[src/rtl/apb_timer_event_unit_if.sv]
// APB bus bundle shared between a master (CPU/bridge) and the timer event unit.
interface apb_timer_event_unit_if #(
  parameter int APB_ADDR_WIDTH = 12
);
  logic [APB_ADDR_WIDTH-1:0] PADDR;
  logic [31:0]               PWDATA;
  logic                      PWRITE;
  logic                      PSEL;
  logic                      PENABLE;
  logic [31:0]               PRDATA;
  logic                      PREADY;
  logic                      PSLVERR;

  modport master (
    output PADDR, PWDATA, PWRITE, PSEL, PENABLE,
    input  PRDATA, PREADY, PSLVERR
  );

  modport slave (
    input  PADDR, PWDATA, PWRITE, PSEL, PENABLE,
    output PRDATA, PREADY, PSLVERR
  );
endinterface

[src/rtl/apb_timer_event_unit.sv]
// Rising-edge event capture for the timer's event bus: sticky pending/overrun flags,
// saturating per-event counters and one maskable registered interrupt behind an APB slave.
module apb_timer_event_unit #(
  parameter int APB_ADDR_WIDTH = 12,
  parameter int EVT_NUM        = 4,
  parameter int CNT_WIDTH      = 8
) (
  input  logic                HCLK,
  input  logic                HRESETn,
  apb_timer_event_unit_if.slave apb,
  input  logic [EVT_NUM-1:0]  events_i,
  output logic                irq_o
);

  localparam logic [CNT_WIDTH-1:0] CNT_ONE = CNT_WIDTH'(1);
  localparam logic [CNT_WIDTH-1:0] CNT_MAX = '1;

  logic [EVT_NUM-1:0]   evt_q_reg;
  logic [EVT_NUM-1:0]   evt_en_reg;
  logic [EVT_NUM-1:0]   irq_mask_reg;
  logic [EVT_NUM-1:0]   pend_reg, pend_next;
  logic [EVT_NUM-1:0]   ovr_reg, ovr_next;
  logic [CNT_WIDTH-1:0] cnt_reg  [EVT_NUM];
  logic [CNT_WIDTH-1:0] cnt_next [EVT_NUM];
  logic                 irq_reg;

  logic [APB_ADDR_WIDTH-1:0] paddr;
  logic [2:0]  offset;
  logic        access;
  logic        addr_err;
  logic        wr_en;
  logic        wr_evt_en, wr_irq_mask, wr_status, wr_count;
  logic [31:0] rd_data;
  logic [31:0] en_word, mask_word, status_word, count_word, raw_word;
  logic        addr_data_unused;

  assign paddr    = apb.PADDR;
  assign offset   = paddr[4:2];
  assign access   = apb.PSEL & apb.PENABLE;
  assign addr_err = (offset >= 3'd5);
  assign wr_en    = access & apb.PWRITE & ~addr_err;

  assign wr_evt_en   = wr_en & (offset == 3'd0);
  assign wr_irq_mask = wr_en & (offset == 3'd1);
  assign wr_status   = wr_en & (offset == 3'd2);
  assign wr_count    = wr_en & (offset == 3'd3);

  // Only part of the address/data buses is decoded; fold the rest away explicitly.
  assign addr_data_unused = ^{paddr, apb.PWDATA};

  genvar gi;
  generate
    for (gi = 0; gi < EVT_NUM; gi++) begin : g_evt
      logic                 edge_det;
      logic                 w1c_pend;
      logic                 w1c_ovr;
      logic [CNT_WIDTH-1:0] cnt_base;

      assign edge_det = events_i[gi] & ~evt_q_reg[gi] & evt_en_reg[gi];
      assign w1c_pend = wr_status & apb.PWDATA[gi];
      assign w1c_ovr  = wr_status & apb.PWDATA[4+gi];

      // A new edge beats a simultaneous clear; overrun only when the old flag survives.
      assign pend_next[gi] = edge_det | (pend_reg[gi] & ~w1c_pend);
      assign ovr_next[gi]  = (edge_det & pend_reg[gi] & ~w1c_pend) | (ovr_reg[gi] & ~w1c_ovr);

      // Counter clear happens first so a coincident edge leaves the count at one.
      assign cnt_base     = wr_count ? '0 : cnt_reg[gi];
      assign cnt_next[gi] = (edge_det && (cnt_base != CNT_MAX)) ? (cnt_base + CNT_ONE) : cnt_base;
    end
  endgenerate

  always_ff @(posedge HCLK or negedge HRESETn) begin
    if (!HRESETn) begin
      evt_q_reg    <= '0;
      evt_en_reg   <= '0;
      irq_mask_reg <= '0;
      pend_reg     <= '0;
      ovr_reg      <= '0;
      irq_reg      <= 1'b0;
      for (int i = 0; i < EVT_NUM; i++) begin
        cnt_reg[i] <= '0;
      end
    end else begin
      evt_q_reg <= events_i;
      pend_reg  <= pend_next;
      ovr_reg   <= ovr_next;
      irq_reg   <= |(pend_reg & irq_mask_reg);
      if (wr_evt_en) begin
        evt_en_reg <= apb.PWDATA[EVT_NUM-1:0];
      end
      if (wr_irq_mask) begin
        irq_mask_reg <= apb.PWDATA[EVT_NUM-1:0];
      end
      for (int i = 0; i < EVT_NUM; i++) begin
        cnt_reg[i] <= cnt_next[i];
      end
    end
  end

  always_comb begin
    en_word     = '0;
    mask_word   = '0;
    status_word = '0;
    count_word  = '0;
    raw_word    = '0;
    en_word[EVT_NUM-1:0]     = evt_en_reg;
    mask_word[EVT_NUM-1:0]   = irq_mask_reg;
    status_word[EVT_NUM-1:0] = pend_reg;
    status_word[4 +: EVT_NUM] = ovr_reg;
    raw_word[EVT_NUM-1:0]    = events_i;
    for (int i = 0; i < EVT_NUM; i++) begin
      count_word[i*CNT_WIDTH +: CNT_WIDTH] = cnt_reg[i];
    end
  end

  always_comb begin
    rd_data = '0;
    case (offset)
      3'd0:    rd_data = en_word;
      3'd1:    rd_data = mask_word;
      3'd2:    rd_data = status_word;
      3'd3:    rd_data = count_word;
      3'd4:    rd_data = raw_word;
      default: rd_data = '0;
    endcase
  end

  assign apb.PRDATA  = apb.PSEL ? rd_data : 32'h0;
  assign apb.PREADY  = 1'b1;
  assign apb.PSLVERR = access & addr_err;
  assign irq_o       = irq_reg;

endmodule
[src/flat_wrapper.sv]
// flat-port wrapper written by rule: the top's interface ports become plain ports
module apb_timer_event_unit_flat 
#(
  parameter int APB_ADDR_WIDTH = 12,
  parameter int EVT_NUM        = 4,
  parameter int CNT_WIDTH      = 8
)
  (HCLK, HRESETn, events_i, irq_o, apb_PADDR, apb_PWDATA, apb_PWRITE, apb_PSEL, apb_PENABLE, apb_PRDATA, apb_PREADY, apb_PSLVERR);
  apb_timer_event_unit_if #(.APB_ADDR_WIDTH(APB_ADDR_WIDTH)) apb_i ();
  input  logic HCLK;
  input  logic HRESETn;
  input  logic [EVT_NUM-1:0] events_i;
  output logic irq_o;
  input wire logic [$bits(apb_i.PADDR)-1:0] apb_PADDR;
  input wire logic [$bits(apb_i.PWDATA)-1:0] apb_PWDATA;
  input wire logic [$bits(apb_i.PWRITE)-1:0] apb_PWRITE;
  input wire logic [$bits(apb_i.PSEL)-1:0] apb_PSEL;
  input wire logic [$bits(apb_i.PENABLE)-1:0] apb_PENABLE;
  output wire logic [$bits(apb_i.PRDATA)-1:0] apb_PRDATA;
  output wire logic [$bits(apb_i.PREADY)-1:0] apb_PREADY;
  output wire logic [$bits(apb_i.PSLVERR)-1:0] apb_PSLVERR;
  assign apb_i.PADDR = apb_PADDR;
  assign apb_i.PWDATA = apb_PWDATA;
  assign apb_i.PWRITE = apb_PWRITE;
  assign apb_i.PSEL = apb_PSEL;
  assign apb_i.PENABLE = apb_PENABLE;
  assign apb_PRDATA = apb_i.PRDATA;
  assign apb_PREADY = apb_i.PREADY;
  assign apb_PSLVERR = apb_i.PSLVERR;
  apb_timer_event_unit #(.APB_ADDR_WIDTH(APB_ADDR_WIDTH), .EVT_NUM(EVT_NUM), .CNT_WIDTH(CNT_WIDTH)) u_core (.HCLK(HCLK), .HRESETn(HRESETn), .apb(apb_i), .events_i(events_i), .irq_o(irq_o));
endmodule
[config.mk]
export PLATFORM = sky130hd
export DESIGN_NAME = apb_timer_event_unit_flat
export DESIGN_NICKNAME = d
export VERILOG_FILES = /design/src/rtl/apb_timer_event_unit_if.sv /design/src/rtl/apb_timer_event_unit.sv /design/src/flat_wrapper.sv
export SDC_FILE = /design/constraint.sdc
export NUM_CORES = 1
export LEC_CHECK = 0
export ABC_CLOCK_PERIOD_IN_PS = 4350
export CAP_MARGIN = 20
export CELL_PAD_IN_SITES_DETAIL_PLACEMENT = 1
export CELL_PAD_IN_SITES_GLOBAL_PLACEMENT = 2
export CORE_ASPECT_RATIO = 0.6
export CORE_UTILIZATION = 30
export CTS_CLUSTER_DIAMETER = 120
export CTS_CLUSTER_SIZE = 20
export DETAILED_ROUTE_END_ITERATION = 16
export GPL_TIMING_DRIVEN = 0
export HOLD_SLACK_MARGIN = 0.12
export PLACE_DENSITY = 0.9
export SETUP_SLACK_MARGIN = 0.05
export SLEW_MARGIN = 25
export SYNTH_ARGS = -nofsm -noshare
export SYNTH_HDL_FRONTEND = slang
export SYNTH_SLANG_ARGS = --single-unit
[constraint.sdc]
create_clock -name HCLK -period 4.35 [get_ports HCLK]
set_clock_uncertainty 0.1 [all_clocks]
set_input_delay 0.87 -clock HCLK [delete_from_list [all_inputs] [get_ports HCLK]]
set_output_delay 0.87 -clock HCLK [all_outputs]
set_load 0.005 [all_outputs]
==> out/results.txt <==
VDD IR-drop max = 176.9 uV
Root Buffer = clkbuf_16
Effective utilization at floorplan = 31.02%
Row cnt = 27
Top-count cell post-synth = dfrtp_1
Area leader, netlist = dfrtp_1
Synth unique cells = 44
Number of port buffers = 51
WS Path Type = input port to primary output
DR vias = 2522
Cells after Synth = 305
Status = finished, final reports clean
DR DRC count = 0
EDFF count, synth = 0
Startpoint Class = input port
Antenna violations before repair = 0
# fillers = 1101
Slew @ Worst Pin = 0.6430 ns
Commonest cells in the netlist = dfrtp_1, nand2_1, a21oi_1
Max Buffers Root-to-Sink = 2
Fmax = 0.2441 GHz
Top Metal Used = met4
TritonCTS clock tree = done
Die footprint = 9907 sq um
Antenna viol nets, final = 0
Hold Crit Class = input port to asynchronous set/reset pin
PwrDens = 393.9 nW/um^2
TNS Setup = 0 ns
Share of layout cells above drive strength 1 = 12.33%
Fin nets = 417
Worst-Skew Late Latency = 0.30 ns
Reg clk slew, reported paths = 0.07 ns
CTS H-tree lvls = 2
Global-route wire length before repair = 13810 um
Cts bufs inserted = 5
Yosys reg bits = 53
Hold Vio Cnt, Final = 0
Wire length on met1 = 4482 um
CORE AREA = 9189 sq um
RSZ-0062 raised after global routing = no
Worst R2R Start = u_core.cnt_reg[8]
DRT Pass-1 Iters = 4
Syn Nets = 358
Reg-to-reg critical path endpoint = u_core.cnt_reg[14]
Largest net degree at the start of global routing = 38
# Post-CTS Setup Buffers = 0
Ports = 88
Crit Path Max Fanout = 10
Gp weighted congestion = 0.7809
Fin crit share = 94.19%
Slew Viols, Final = 0
Register area = 1326 sq um
Reg2Reg Setup Slack = 2.57 ns
Met2 routed WL = 3668 um
N_diodes = 0
Max reg flops = 32
P_leak = 1.499 nW
DR WL met3 = 266 um
DP Wirelength = 6453 um
Arrival time at the worst endpoint = 3.13 ns
Post-CTS Hold Fix Bufs = 0
Die Width = 127.8 um
Most used DFF post-synth = dfrtp_1
Iteration-0 DRC Markers = 97
Netlist Area Pre-Place = 2850 sq um
Worst hold slack = 0.3392 ns
Total gr overflow = 0
Top-area cell type share of the netlist area = 46.53%
Top cells by area, synth = dfrtp_1, mux2_2, a21oi_1, nand2_1, and2_1
Avg Synthesized Cell Area = 9.345 sq um
Area Growth Syn to Fin = 29.15%
Reg2Reg Depth = 4
Avg WL per Cell = 17.10 um
Maxcap violations = 0
Post-synth ARST share = 100.0%
Multi-input gate area = 1399 sq um
Die height = 77.50 um
CTS Sinks = 53
Worst endpoint required time = 3.38 ns
Final setup vio count = 0
Final WL = 8464 um
Fin crit period = 4.097 ns
Layout Utilization = 40.06%
Synth warn = 0
Crit end category = primary output
Gr usage total = 18.14%
Max-slew headroom at the worst pin = 56.80%
Post-cts resize count = 0
Sequential area share after synthesis = 46.53%
Vias per cell = 5.095
Vias in the first global route = 2596
==> final cells by class <==
cell class	instances	share of cell area [%]
tap	130	4.419
timing repair buffer	52	14.34
buffer	14	2.141
sequential	53	36.03
inverter	12	1.292
multi-input combinational	226	38.00
clock inverter	2	0.2719
clock buffer	6	3.501
==> critical path, cell delays in order <==
cell and delay [ns]:
clkdlybuf4s50_1 0.45, buf_2 0.21, nor2_1 0.41, a22oi_1 0.14, a21o_2 0.22, a211oi_1 0.27, clkdlybuf4s50_1 0.55
==> routing by layer <==
layer | GRT usage, % | vias to the layer above
met4 | 3.294 | 0
met5 | 0 | -
met1 | 26.70 | 1256
li1 | - | 1216
met2 | 27.61 | 44
met3 | 3.586 | 6
==> cell families (layout without fill, tap and decap cells) <==
logic type,Yosys count,in the layout,share of synthesized area (%)
DFF,53,53,46.53
buffers and inverters,26,86,4.390
other,1,1,0.1316
and+or+nand+nor,125,125,22.78
xor gates and xnor gates,5,5,1.536
AOI/OAI and AO/OA,78,78,18.13
muxes,17,17,6.497
==> layout by cell type (no fill, tap or decap), drive strengths merged, types with 5 or more instances in the layout <==
cell type       n
a211oi          7
a21o            8
a21oi          26
a22oi           6
a31oi          11
and2           18
buf            11
clkbuf         11
clkdlybuf4s50  50
dfrtp          53
inv            12
mux2           12
mux2i           5
nand2          31
nand3          12
nand4           5
nor2           24
nor3           17
o21ai           7
==> worst max path at each step <==
stage,startpoint,end,slack (ns),depth (start not counted)
6_report,apb_PADDR[3],apb_PRDATA[2],0.25,7
2_1_floorplan,apb_PADDR[2],apb_PRDATA[0],1.53,5
5_1_grt,apb_PADDR[3],apb_PRDATA[21],0.12,7
3_3_place_gp,apb_PADDR[3],apb_PRDATA[27],0.21,7
4_1_cts,apb_PADDR[3],apb_PRDATA[21],0.14,7
3_5_place_dp,apb_PADDR[3],apb_PRDATA[21],0.15,7
==> where the power goes <==
part	total (W)	leakage [nW]	switching (W)	internal [W]
clock	0.000394	0.0706	0.000182	0.000212
sequential	0.000755	0.663	0.000143	0.000612
combinational	0.000301	0.765	0.000135	0.000165
total	0.00145	1.50	0.000461	0.000989
==> metrics by stage <==
step	cell area, sq um	total power [W]	setup slack [ns]	std cells
2_1_floorplan	2850	0.0009135	1.534	305
3_3_place_gp	3523	0.001037	0.2110	486
3_5_place_dp	3541	0.001063	0.1498	487
4_1_cts	3680	0.001459	0.1391	495
5_1_grt	3681	0.001528	0.1220	495
6_report	3681	0.001450	0.2528	495
Note: power is estimated with default switching activity, not from simulation.
